--- config.mk ---
export PLATFORM = sky130hd
export DESIGN_NAME = audio_codec_controller
export DESIGN_NICKNAME = d
export VERILOG_FILES = /design/src/rtl/audio_codec_controller.sv
export SDC_FILE = /design/constraint.sdc
export NUM_CORES = 1
export LEC_CHECK = 0
export ABC_AREA = 1
export CORE_MARGIN = 5
export CORE_UTILIZATION = 40
export DETAILED_ROUTE_END_ITERATION = 12
export HOLD_SLACK_MARGIN = 0.15
export PLACE_DENSITY = 0.69
export SYNTH_ARGS = -nofsm -noshare
export SYNTH_HDL_FRONTEND = slang
export SYNTH_SLANG_ARGS = --single-unit
--- constraint.sdc ---
create_clock -name CLOCK_50 -period 7.5 [get_ports CLOCK_50]
set_input_delay 2.25 -clock CLOCK_50 [delete_from_list [all_inputs] [get_ports CLOCK_50]]
set_output_delay 2.25 -clock CLOCK_50 [all_outputs]
set_load 0.01 [all_outputs]
--- src/rtl/audio_codec_controller.sv ---
// I2S-master audio codec controller: 1024-clock left-justified frames, 32 bits per channel.
// Optional ADC capture path is built only when AUDIO_CODEC_ADC_EN is defined.
module audio_codec_controller (
    input  logic        CLOCK_50,
    input  logic        reset,
    input  logic        read_audio_in,
    input  logic        write_audio_out,
    input  logic [31:0] left_channel_audio_out,
    input  logic [31:0] right_channel_audio_out,
    output logic [31:0] left_channel_audio_in,
    output logic [31:0] right_channel_audio_in,
    output logic        audio_in_available,
    output logic        audio_out_allowed,
    input  logic        AUD_ADCDAT,
    inout  wire         AUD_BCLK,
    inout  wire         AUD_ADCLRCK,
    inout  wire         AUD_DACLRCK,
    output logic        AUD_XCK,
    output logic        AUD_DACDAT
);

    logic [9:0]  cnt_q, cnt_d;
    logic [63:0] dacShift_q, dacShift_d;
    logic [63:0] hold_q, hold_d;
    logic        outAllowed_q, outAllowed_d;
    logic        frameEnd;
    logic        bitEnd;

    assign frameEnd = (cnt_q == 10'd1023);
    assign bitEnd   = (cnt_q[3:0] == 4'hF);

    // All codec clocks are straight taps of the frame counter, so reset forces them low.
    assign AUD_XCK     = cnt_q[1];
    assign AUD_BCLK    = cnt_q[3];
    assign AUD_ADCLRCK = cnt_q[9];
    assign AUD_DACLRCK = cnt_q[9];
    assign AUD_DACDAT  = dacShift_q[63];
    assign audio_out_allowed = outAllowed_q;

    always_ff @(posedge CLOCK_50 or posedge reset) begin
        if (reset) begin
            cnt_q        <= '0;
            dacShift_q   <= '0;
            hold_q       <= '0;
            outAllowed_q <= 1'b1;
        end else begin
            cnt_q        <= cnt_d;
            dacShift_q   <= dacShift_d;
            hold_q       <= hold_d;
            outAllowed_q <= outAllowed_d;
        end
    end

    // Shifting on the last clock of each bit makes the new MSB appear as BCLK falls.
    always_comb begin
        cnt_d        = cnt_q + 10'd1;
        dacShift_d   = dacShift_q;
        hold_d       = hold_q;
        outAllowed_d = outAllowed_q;
        if (frameEnd) begin
            dacShift_d = outAllowed_q ? 64'd0 : hold_q;
        end else if (bitEnd) begin
            dacShift_d = {dacShift_q[62:0], 1'b0};
        end
        if (write_audio_out && outAllowed_q) begin
            hold_d       = {left_channel_audio_out, right_channel_audio_out};
            outAllowed_d = 1'b0;
        end else if (frameEnd) begin
            outAllowed_d = 1'b1;
        end
    end

`ifdef AUDIO_CODEC_ADC_EN
    logic [63:0] adcShift_q, adcShift_d;
    logic [63:0] inFrame_q, inFrame_d;
    logic        inAvail_q, inAvail_d;
    logic        sampleNow;

    assign sampleNow = (cnt_q[3:0] == 4'd8);
    assign left_channel_audio_in  = inFrame_q[63:32];
    assign right_channel_audio_in = inFrame_q[31:0];
    assign audio_in_available     = inAvail_q;

    always_ff @(posedge CLOCK_50 or posedge reset) begin
        if (reset) begin
            adcShift_q <= '0;
            inFrame_q  <= '0;
            inAvail_q  <= 1'b0;
        end else begin
            adcShift_q <= adcShift_d;
            inFrame_q  <= inFrame_d;
            inAvail_q  <= inAvail_d;
        end
    end

    // The last sample lands at count 1016, so the shifter is complete by frame end.
    always_comb begin
        adcShift_d = adcShift_q;
        inFrame_d  = inFrame_q;
        inAvail_d  = inAvail_q;
        if (sampleNow) begin
            adcShift_d = {adcShift_q[62:0], AUD_ADCDAT};
        end
        if (frameEnd) begin
            inFrame_d = adcShift_q;
            inAvail_d = 1'b1;
        end else if (read_audio_in && inAvail_q) begin
            inAvail_d = 1'b0;
        end
    end
`else
    logic unusedAdcInputs;

    assign unusedAdcInputs        = AUD_ADCDAT ^ read_audio_in;
    assign left_channel_audio_in  = '0;
    assign right_channel_audio_in = '0;
    assign audio_in_available     = 1'b0;
`endif

endmodule

# After elaboration in Yosys (flattened, before gate mapping)
# Cells that the tools add are included.
# classes
mux,5
add_sub_neg,1
reduce_logical,3
eq_ne,2
# ops
op,n
$mux W64,3
$add A10 B1 Y10 const B,1
$eq A10 B10 Y1 const B,1
$eq A4 B4 Y1 const B,1
$reduce_bool A2 Y1,2
$mux W1,2
$logic_and A1 B1 Y1,1
# word_totals
reg_bits,139
elab_cells,15
inputBits,69
out_inout_bits,71

# Logic depth before layout (Yosys ltp)
# Gate-level depths: netlist (run 1).
# logic_depth
ltp_word,3
ltp_mapped,9
depth_no_buf,7

# Least setup slack after synthesis (run 1)
# Ideal clock, no wire load.
# synth_path
path_type,input port to output port
start,in AUD_ADCLRCK
end,out AUD_DACLRCK
required_ns,5.250
arrival_ns,2.417
stages,1
n_path_buf,1
setup_slack_ns,2.833
path_cell_list,buf_4
# synth_lines
element,line_no,source
from (decl),16,"inout wire AUD_ADCLRCK,"
to (decl),17,"inout wire AUD_DACLRCK,"
# No word-level cell between the ends.

# Worst setup path after layout (run 1)
# layout_path
start,in AUD_DACLRCK
end,reg dacShift_q[0]
# layout_via
elab_chain_len,2
word_cells_on_any_way,3
cone_classes,1 x eq/ne; 1 x mux; 1 x reduce/logical
# layout_rtl
element,line_no,source
$eq A10 B10 Y1 *,29,assign frameEnd = (cnt_q == 10'd1023);
$mux W64 / $reduce_bool A2 Y1 (equally long branches),n/a,
to (signal assigned),48,dacShift_q <= dacShift_d;
to (decl),23,"logic [63:0] dacShift_q, dacShift_d;"
# Mark *: on every way between the ends. The rest lies on a longest branch, timed or not.
# A chain may end at the register's enable or synchronous reset.

==> impl_summary.log, run 1 <==
[metrics] outcome: complete, no violations
[metrics] count of non-filler cells in the finished layout: between 1,000 and 1,500
[metrics] number of buffers created by CTS: 17
[metrics] number of H-tree levels: 4
[metrics] Clock power frac: between 30% and 40%
[metrics] post-layout minimum cycle time: 4.920 ns
[metrics] routed wl met3: ~900 um
[metrics] Site Rows: 48
[metrics] type of destination of the critical path: flop
[metrics] number of iterations in the first detailed-routing pass: 4
[metrics] Critical Path Slowest Stage Cell: sky130_fd_sc_hd__clkinv_1
[metrics] largest delay contributor family on the critical path: buffers and inverters
[metrics] Final Cell Area: 0.007956 mm2
[metrics] postcts setup bufs: 0
[metrics] count of cell types in the netlist: 24
[metrics] Critical Path Max Stage Delay: ~0.86 ns
[metrics] reg-to-reg setup timing slack: between 3 and 4 ns
[metrics] Met1 Wirelength: about 6400 um
[metrics] post-synthesis mux area share: 0%
[metrics] clock tree from TritonCTS: yes
[metrics] required time of the critical path: a little under 8 ns
[metrics] area share of xor/xnor cells in the synthesized design: 0.7641%
[metrics] RSZ-0062 raised after global routing: false
[metrics] post-detailed-route DRC marker count: 0
[metrics] net switching fraction of the power: between 20% and 30%
[metrics] relative max-transition margin: 24.36%
[metrics] Synth Area in Adders: less than 1%
[metrics] clock insertion delay at the later pin of the skew report: 0.42 ns
[metrics] count of placed standard cells including taps: 1,120
[metrics] Initial Util: between 40% and 50%
[metrics] Yosys warning total: 0
[metrics] hpwl dp: 8877 um
[metrics] Crit Path Category: input pin to flop
[metrics] post-synth design cell area: ~0.0069 mm2
[metrics] DRC violation total after the first TritonRoute iteration: approximately 400
[metrics] count of flip-flops with a built-in enable after synthesis: 0
[metrics] CTS root buf: sky130_fd_sc_hd__clkbuf_16
[metrics] fraction of power consumed by sequential logic: a little under half
[metrics] number of buffers on the longest clock path: 2
[metrics] die height: approximately 140 um
[metrics] transition time at the pin with the least slew margin: roughly 1.1 ns
[metrics] total power per unit cell area: 267.7 mW/mm2
[metrics] net switching power: around 580 uW
[metrics] buffering stage count on the worst path with inverters included: 3
[metrics] critical path peak fanout: between 60 and 70
[metrics] width of the die: approximately 140 um
[metrics] highest metal layer with signal wires: met4
[metrics] utilization after layout: 46.65%
[metrics] Static Leak: about 4.1 nW
[metrics] RD Place Congestion: roughly 0.76
[metrics] number of buffers added on ports: 69
[metrics] number of buffers added to fix hold violations after cts: 0
[metrics] proportion of synthesized chip area in sequential cells: between 50% and 60%
[metrics] core area: between 0.015 and 0.02 mm2
[metrics] Fill cells: 1,684
[metrics] kind of launch point of the worst setup path: input pin
[metrics] Hold Crit Class: flop to flop
[metrics] register bit total from synthesis: between 100 and 150
[metrics] largest net degree at the start of global routing: ~100
[metrics] largest family of logic cells by synthesized area: simple AND/OR/NAND/NOR gates
[metrics] Gate Count Post-Synth: 876
[metrics] die area: about 0.020 mm2
[metrics] total placed instance area: between 0.007 and 0.008 mm2
[metrics] GRT Total Usage: between 10% and 20%
[metrics] via count normalized by instance count: between 4 and 5
[metrics] max-capacitance violation count: 0
[metrics] PostCTS Resize Cnt: 0
[metrics] via count of the first global-routing pass: 5,146
[metrics] TritonCTS Sinks: between 100 and 150
[metrics] peak supply drop: roughly 170 uV
[metrics] number of max-slew violations in the final report: 0
[metrics] part of the total power dissipated in combinational logic: around 15%
[metrics] design internal power: between 1.5 and 2 mW
[metrics] wire length of the first global-routing pass: 24,470 um
[metrics] count of nets after finishing: between 900 and 1,000
[metrics] Routed wire per std cell: approximately 13 um
[metrics] antenna violations before repair: 0
[metrics] final clock period utilization by the worst path: approximately 66%
[metrics] setup TNS after final layout: 0 ns
[metrics] final-report hold violation count: 0
[metrics] number of antenna cells inserted: 0
[metrics] setup skew after layout: ~0.0064 ns
[metrics] worst endpoint data arrival time: between 5 and 6 ns
[metrics] most instantiated flip-flop cell in the synthesis netlist: sky130_fd_sc_hd__dfrtp_1
[metrics] fraction of the mapped netlist area in compound gates: under 10%
[metrics] Post-DRT Antenna Nets: 0
[metrics] fraction of the mapped netlist area in simple logic gates: a little under a third
[metrics] met2 WL post-DR: around 7300 um
[metrics] CTS clock-pin slew for the worst setup and hold paths: ~0.06 ns
[metrics] Routed Wire Length: between 10,000 and 15,000 um
[metrics] mean instance size in the synthesized netlist: just under 8 um2
[metrics] setup-violating endpoint count in the final report: 0
[metrics] f_max: 0.2032 GHz
[metrics] crit path cell chain: nand2_1 -> clkinv_1 -> nand3_2 -> buf_4 -> inv_1 -> nand3_1 -> o21ai_0
[metrics] ys async rst share: 100.0%
[metrics] signed area change from the synthesized netlist to the final layout: 15.68%
[metrics] global route total overflow: 0
[metrics] total vias in the final route: 5,312
[metrics] I/O pin total: between 100 and 150
[metrics] share of post-route cells with drive strength above 1: ~4.6%
## per-stage QoR
stage	setup WS [ns]	hold slack (ns)	total power [mW]
after floorplan	1.527	0.4200	1.237
after global placement	2.133	0.4337	1.311
after detailed placement	2.115	0.4438	1.321
after CTS	2.546	0.4527	2.159
after global routing	2.285	0.4811	2.262
final	2.580	0.4421	2.130
## power by group through the flow
stage                     Combinational (mW)  Sequential [mW]  Clock [mW]
after floorplan                        0.263            0.974           0
after global placement                 0.316            0.995           0
after detailed placement               0.323            0.998           0
after CTS                              0.326            0.987       0.846
after global routing                   0.378             1.00       0.879
final                                  0.318            0.986       0.826
## layout by cell type, fill, tap and decap left out
cell	Yosys	layout
sky130_fd_sc_hd__inv_1	72	70
sky130_fd_sc_hd__conb_1	1	65
sky130_fd_sc_hd__nor3_1	1	1
sky130_fd_sc_hd__clkinvlp_4	0	4
sky130_fd_sc_hd__nand3b_1	1	1
sky130_fd_sc_hd__clkinv_4	0	1
sky130_fd_sc_hd__clkbuf_8	0	3
sky130_fd_sc_hd__nand3_2	1	1
sky130_fd_sc_hd__nand3_1	97	97
sky130_fd_sc_hd__xnor2_1	3	3
sky130_fd_sc_hd__buf_4	71	5
sky130_fd_sc_hd__nand4_1	34	34
sky130_fd_sc_hd__clkdlybuf4s50_1	0	69
sky130_fd_sc_hd__bufinv_16	0	2
sky130_fd_sc_hd__dfstp_2	1	1
sky130_fd_sc_hd__clkbuf_1	22	1
sky130_fd_sc_hd__a21oi_1	1	1
sky130_fd_sc_hd__inv_6	0	1
sky130_fd_sc_hd__clkbuf_16	0	17
sky130_fd_sc_hd__nand2_1	335	335
sky130_fd_sc_hd__xor2_1	3	3
sky130_fd_sc_hd__inv_2	1	2
sky130_fd_sc_hd__dfrtp_1	138	138
sky130_fd_sc_hd__ha_1	1	1
sky130_fd_sc_hd__nor2_1	31	31
sky130_fd_sc_hd__clkinv_1	2	2
sky130_fd_sc_hd__nor2_4	1	2
sky130_fd_sc_hd__o21ai_0	32	32
sky130_fd_sc_hd__clkinv_2	0	4
## sequential cells by signal (all words and copies together), names as in the netlist
register / count
hold_q: 64
dacShift_q: 64
audio_out_allowed: 1
AUD_BCLK: 1
cnt_q: 8
AUD_ADCLRCK: 1
## worst paths after layout
check                       startpoint       endpoint  cells past startpoint
setup / recovery           AUD_DACLRCK  dacShift_q[0]                      7
setup reg to reg           AUD_ADCLRCK  dacShift_q[0]                      7
hold reg to reg               cnt_q[0]       cnt_q[0]                      1
max in group asynchronous        reset     hold_q[30]                      3
hold / removal                cnt_q[0]       cnt_q[0]                      1
min in group asynchronous        reset       AUD_BCLK                      2
## routing by layer
metal,up-vias,track usage (%)
met5,-,0
met4,0,4.284
met3,16,4.206
met2,119,25.33
met1,2499,19.17
li1,2678,-
## synthesized netlist by cell type, drive strengths merged (2+ instances only)
| cell type | count | area, um2 |
|---|---|---|
| nand2 | 335 | 1257 |
| clkbuf | 22 | 82.58 |
| o21ai | 32 | 160.2 |
| xnor2 | 3 | 26.28 |
| xor2 | 3 | 26.28 |
| clkinv | 2 | 7.510 |
| inv | 73 | 274.0 |
| nand3 | 98 | 495.5 |
| dfrtp | 138 | 3453 |
| buf | 97 | 688.2 |
| nand4 | 34 | 212.7 |
| nor2 | 33 | 133.9 |
## layout make-up
| class | instances | area, um2 | area share (%) |
|---|---|---|---|
| flip-flops and latches | 139 | 3480 | 43.73 |
| clock buffers | 21 | 470.5 | 5.913 |
| repair buffers | 74 | 728.2 | 9.152 |
| well taps | 225 | 281.5 | 3.538 |
| multi-input cells | 607 | 2591 | 32.57 |
| inverters | 75 | 286.5 | 3.601 |
| clock inverters | 11 | 118.9 | 1.494 |
## cell families after synthesis
logic type | Yosys count
AO/OA/AOI/OAI | 33
adder cells (fa/ha/maj) | 1
XOR/XNOR | 6
other | 1
flip-flops | 139
buffers and inverters | 194
AND/OR/NAND/NOR | 502
Note: power is estimated with default switching activity, not from simulation.
==> inputs of run 2 (changes only) <==
==> constraint.sdc (replaced) <==
create_clock -name CLOCK_50 -period 4.78 [get_ports CLOCK_50]
set_input_delay 1.434 -clock CLOCK_50 [delete_from_list [all_inputs] [get_ports CLOCK_50]]
set_output_delay 1.434 -clock CLOCK_50 [all_outputs]
set_load 0.01 [all_outputs]
==> impl_summary.log, run 2 (synthesis gave the netlist of run 1 again) <==
[metrics] clock tree from TritonCTS: yes (unchanged)
[metrics] design internal power: 2.591 mW (was 1.552 mW)
[metrics] number of buffers created by CTS: 17 (unchanged)
[metrics] setup-violating endpoint count in the final report: 0 (unchanged)
[metrics] peak supply drop: 243.4 uV (was 168.9 uV)
[metrics] part of the total power dissipated in combinational logic: 14.6% (was 14.9%)
[metrics] Routed Wire Length: 14,890 um (was 14,700 um)
[metrics] utilization after layout: 47.42% (was 46.65%)
[metrics] setup TNS after final layout: 0 ns (unchanged)
[metrics] net switching fraction of the power: 26.12% (was 27.13%)
[metrics] crit path cell chain: clkdlybuf4s50_1 (was nand2_1 -> clkinv_1 -> nand3_2 -> buf_4 -> inv_1 -> nand3_1 -> o21ai_0)
[metrics] worst endpoint data arrival time: 1.50 ns (was 5.17 ns)
[metrics] total power per unit cell area: 433.5 mW/mm2 (was 267.7 mW/mm2)
[metrics] worst reg2reg startpoint: audio_out_allowed (was AUD_ADCLRCK)
[metrics] relative max-transition margin: 24.95% (was 24.36%)
[metrics] total placed instance area: 0.007423 mm2 (was 0.007367 mm2)
[metrics] via count of the first global-routing pass: 5,367 (was 5,146)
[metrics] endpoint of the worst hold-timing path: cnt_q[0] (unchanged)
[metrics] type of destination of the critical path: output port (was flop)
[metrics] highest-count cells in the layout ignoring fill and taps: sky130_fd_sc_hd__nand2_1 (335), sky130_fd_sc_hd__dfrtp_1 (138), sky130_fd_sc_hd__nand3_1 (97) (unchanged)
[metrics] end of the worst register-to-register path: dacShift_q[61] (was dacShift_q[0])
[metrics] global route total overflow: 0 (unchanged)
[metrics] total vias in the final route: 5,366 (was 5,312)
[metrics] Critical Path Slowest Stage Cell: sky130_fd_sc_hd__clkdlybuf4s50_1 (was sky130_fd_sc_hd__clkinv_1)
[metrics] reg-to-reg setup timing slack: 2.20 ns (was 3.91 ns)
[metrics] Site Rows: 48 (unchanged)
[metrics] CTS clock-pin slew for the worst setup and hold paths: 0.06 ns (about the same)
[metrics] via count normalized by instance count: 4.634 (was 4.611)
[metrics] Critical Path Max Stage Delay: 0.55 ns (was 0.86 ns)
[metrics] largest net degree at the start of global routing: 88 (was 101)
[metrics] die height: 141.1 um (unchanged)
[metrics] die area: 0.01992 mm2 (unchanged)
[metrics] Final Cell Area: 0.008088 mm2 (was 0.007956 mm2)
[metrics] number of buffers added to fix hold violations after cts: 0 (unchanged)
[metrics] Static Leak: 4.187 nW (was 4.118 nW)
[metrics] net switching power: 915.8 uW (was 577.8 uW)
[metrics] post-layout minimum cycle time: approximately 2.9 ns
[metrics] required time of the critical path: 3.35 ns (was 7.75 ns)
[metrics] hpwl dp: 9191 um (was 8877 um)
[metrics] fraction of power consumed by sequential logic: 44.0% (was 46.3%)
[metrics] GRT Total Usage: 15.60% (was 15.11%)
[metrics] final clock period utilization by the worst path: between 60% and 70%
[metrics] DRC violation total after the first TritonRoute iteration: 404 (was 409)
[metrics] antenna violations before repair: 0 (unchanged)
[metrics] Post-DRT Antenna Nets: 0 (unchanged)
[metrics] largest delay contributor family on the critical path: buffers and inverters (unchanged)
[metrics] biggest registers after layout: dacShift_q: 64 flops, hold_q: 64 flops, cnt_q: 8 flops (unchanged)
[metrics] outcome: complete, no violations (unchanged)
[metrics] CTS root buf: sky130_fd_sc_hd__clkbuf_16 (unchanged)
[metrics] number of antenna cells inserted: 0 (unchanged)
[metrics] share of post-route cells with drive strength above 1: 5.359% (was 4.639%)
[metrics] RD Place Congestion: 0.7514 (was 0.7602)
[metrics] I/O pin total: 140 (unchanged)
[metrics] signed area change from the synthesized netlist to the final layout: 17.59% (was 15.68%)
[metrics] post-detailed-route DRC marker count: 0 (unchanged)
[metrics] Routed wire per std cell: 12.86 um (was 12.76 um)
[metrics] number of buffers on the longest clock path: 2 (unchanged)
[metrics] count of nets after finishing: 990 (was 984)
[metrics] wire length of the first global-routing pass: 25,130 um (was 24,470 um)
[metrics] f_max: about 0.34 GHz
[metrics] postcts setup bufs: 0 (unchanged)
[metrics] most common library cell in the layout ignoring fill and taps: sky130_fd_sc_hd__nand2_1 (unchanged)
[metrics] number of max-slew violations in the final report: 0 (unchanged)
[metrics] Hold Path Stages: 1 (unchanged)
[metrics] Initial Util: 40.32% (unchanged)
[metrics] RSZ-0062 raised after global routing: false (unchanged)
[metrics] transition time at the pin with the least slew margin: 1.119 ns (was 1.128 ns)
[metrics] final-report hold violation count: 0 (unchanged)
[metrics] Clock power frac: 41.5% (was 38.8%)
[metrics] clock insertion delay at the later pin of the skew report: 0.42 ns (about the same)
[metrics] depth of the most critical reg-to-reg path: 6 (was 7)
[metrics] core area: 0.01706 mm2 (unchanged)
[metrics] TritonCTS Sinks: 139 (unchanged)
[metrics] buffering stage count on the worst path with inverters included: 1 (was 3)
[metrics] kind of launch point of the worst setup path: flop (was input pin)
[metrics] number of H-tree levels: 4 (unchanged)
[metrics] max-capacitance violation count: 0 (unchanged)
[metrics] width of the die: 141.1 um (unchanged)
[metrics] PostCTS Resize Cnt: 0 (unchanged)
[metrics] Crit Path Category: flop to output port (was input pin to flop)
[metrics] Hold Crit Class: flop to flop (unchanged)
[metrics] number of buffers added on ports: 69 (unchanged)
[metrics] origin of the worst min-delay path: cnt_q[0] (unchanged)
[metrics] critical path peak fanout: 2 (was 65)
[metrics] setup skew after layout: 0.006221 ns (was 0.006434 ns)
[metrics] number of iterations in the first detailed-routing pass: 4 (unchanged)
[metrics] Total Power: 3.506 mW (was 2.130 mW)
[run 2: changes by cell type in the layout (fill, tap and decap cells not counted), sizes merged]
cell    delta
buf        +6
bufinv     +2
clkbuf     +2
clkinv     -4
[run 2: metrics by stage]
stage	hold WS (ns)	setup WS, ns	cells
6_report	0.4418	1.846	1158
5_1_grt	0.4588	1.801	1158
4_1_cts	0.4486	1.811	1158
3_5_place_dp	0.4399	1.615	1126
3_3_place_gp	0.4341	1.607	1126
2_1_floorplan	0.4200	1.612	940
[run 2: worst max path at each step]
stage | start | slack, ns | depth (start not counted) | to
global placement | write_audio_out | 1.61 | 5 | hold_q[60]
detailed placement | write_audio_out | 1.61 | 5 | hold_q[47]
global route | audio_out_allowed | 1.80 | 1 | audio_out_allowed
CTS | audio_out_allowed | 1.81 | 1 | audio_out_allowed
finish | audio_out_allowed | 1.85 | 1 | audio_out_allowed
floorplan | reset | 1.61 | 1 | AUD_ADCLRCK
[run 2: power groups by stage]
stage | sequential [mW] | combinational, mW | clock (mW)
3_3_place_gp | 1.55 | 0.504 | 0
4_1_cts | 1.54 | 0.520 | 1.49
5_1_grt | 1.57 | 0.607 | 1.53
2_1_floorplan | 1.53 | 0.413 | 0
6_report | 1.54 | 0.510 | 1.45
3_5_place_dp | 1.56 | 0.517 | 0
[run 2: cell type report]
class                      instances  area (um2)
fill                            1676        8969
sequential                       139        3480
multi-input combinational        607        2591
timing repair buffer              80       785.8
clock buffer                      23       508.0
inverter                          75       285.3
tap                              225       281.5
clock inverter                     9       156.4
[run 2: routing by layer]
layer	vias up	global-route usage (%)	routed length, um
li1	2683	-	-
met1	2551	18.74	6373
met2	118	27.16	7513
met3	14	4.478	830
met4	0	4.640	175
met5	-	0	0
[run 2: worst reg2reg max path, delay by kind of cell, from the launching register on]
family	cells	cell delay, ns
buffers and inverters	2	1.31
flip-flops	1	0.53
AND/OR/NAND/NOR	4	0.62
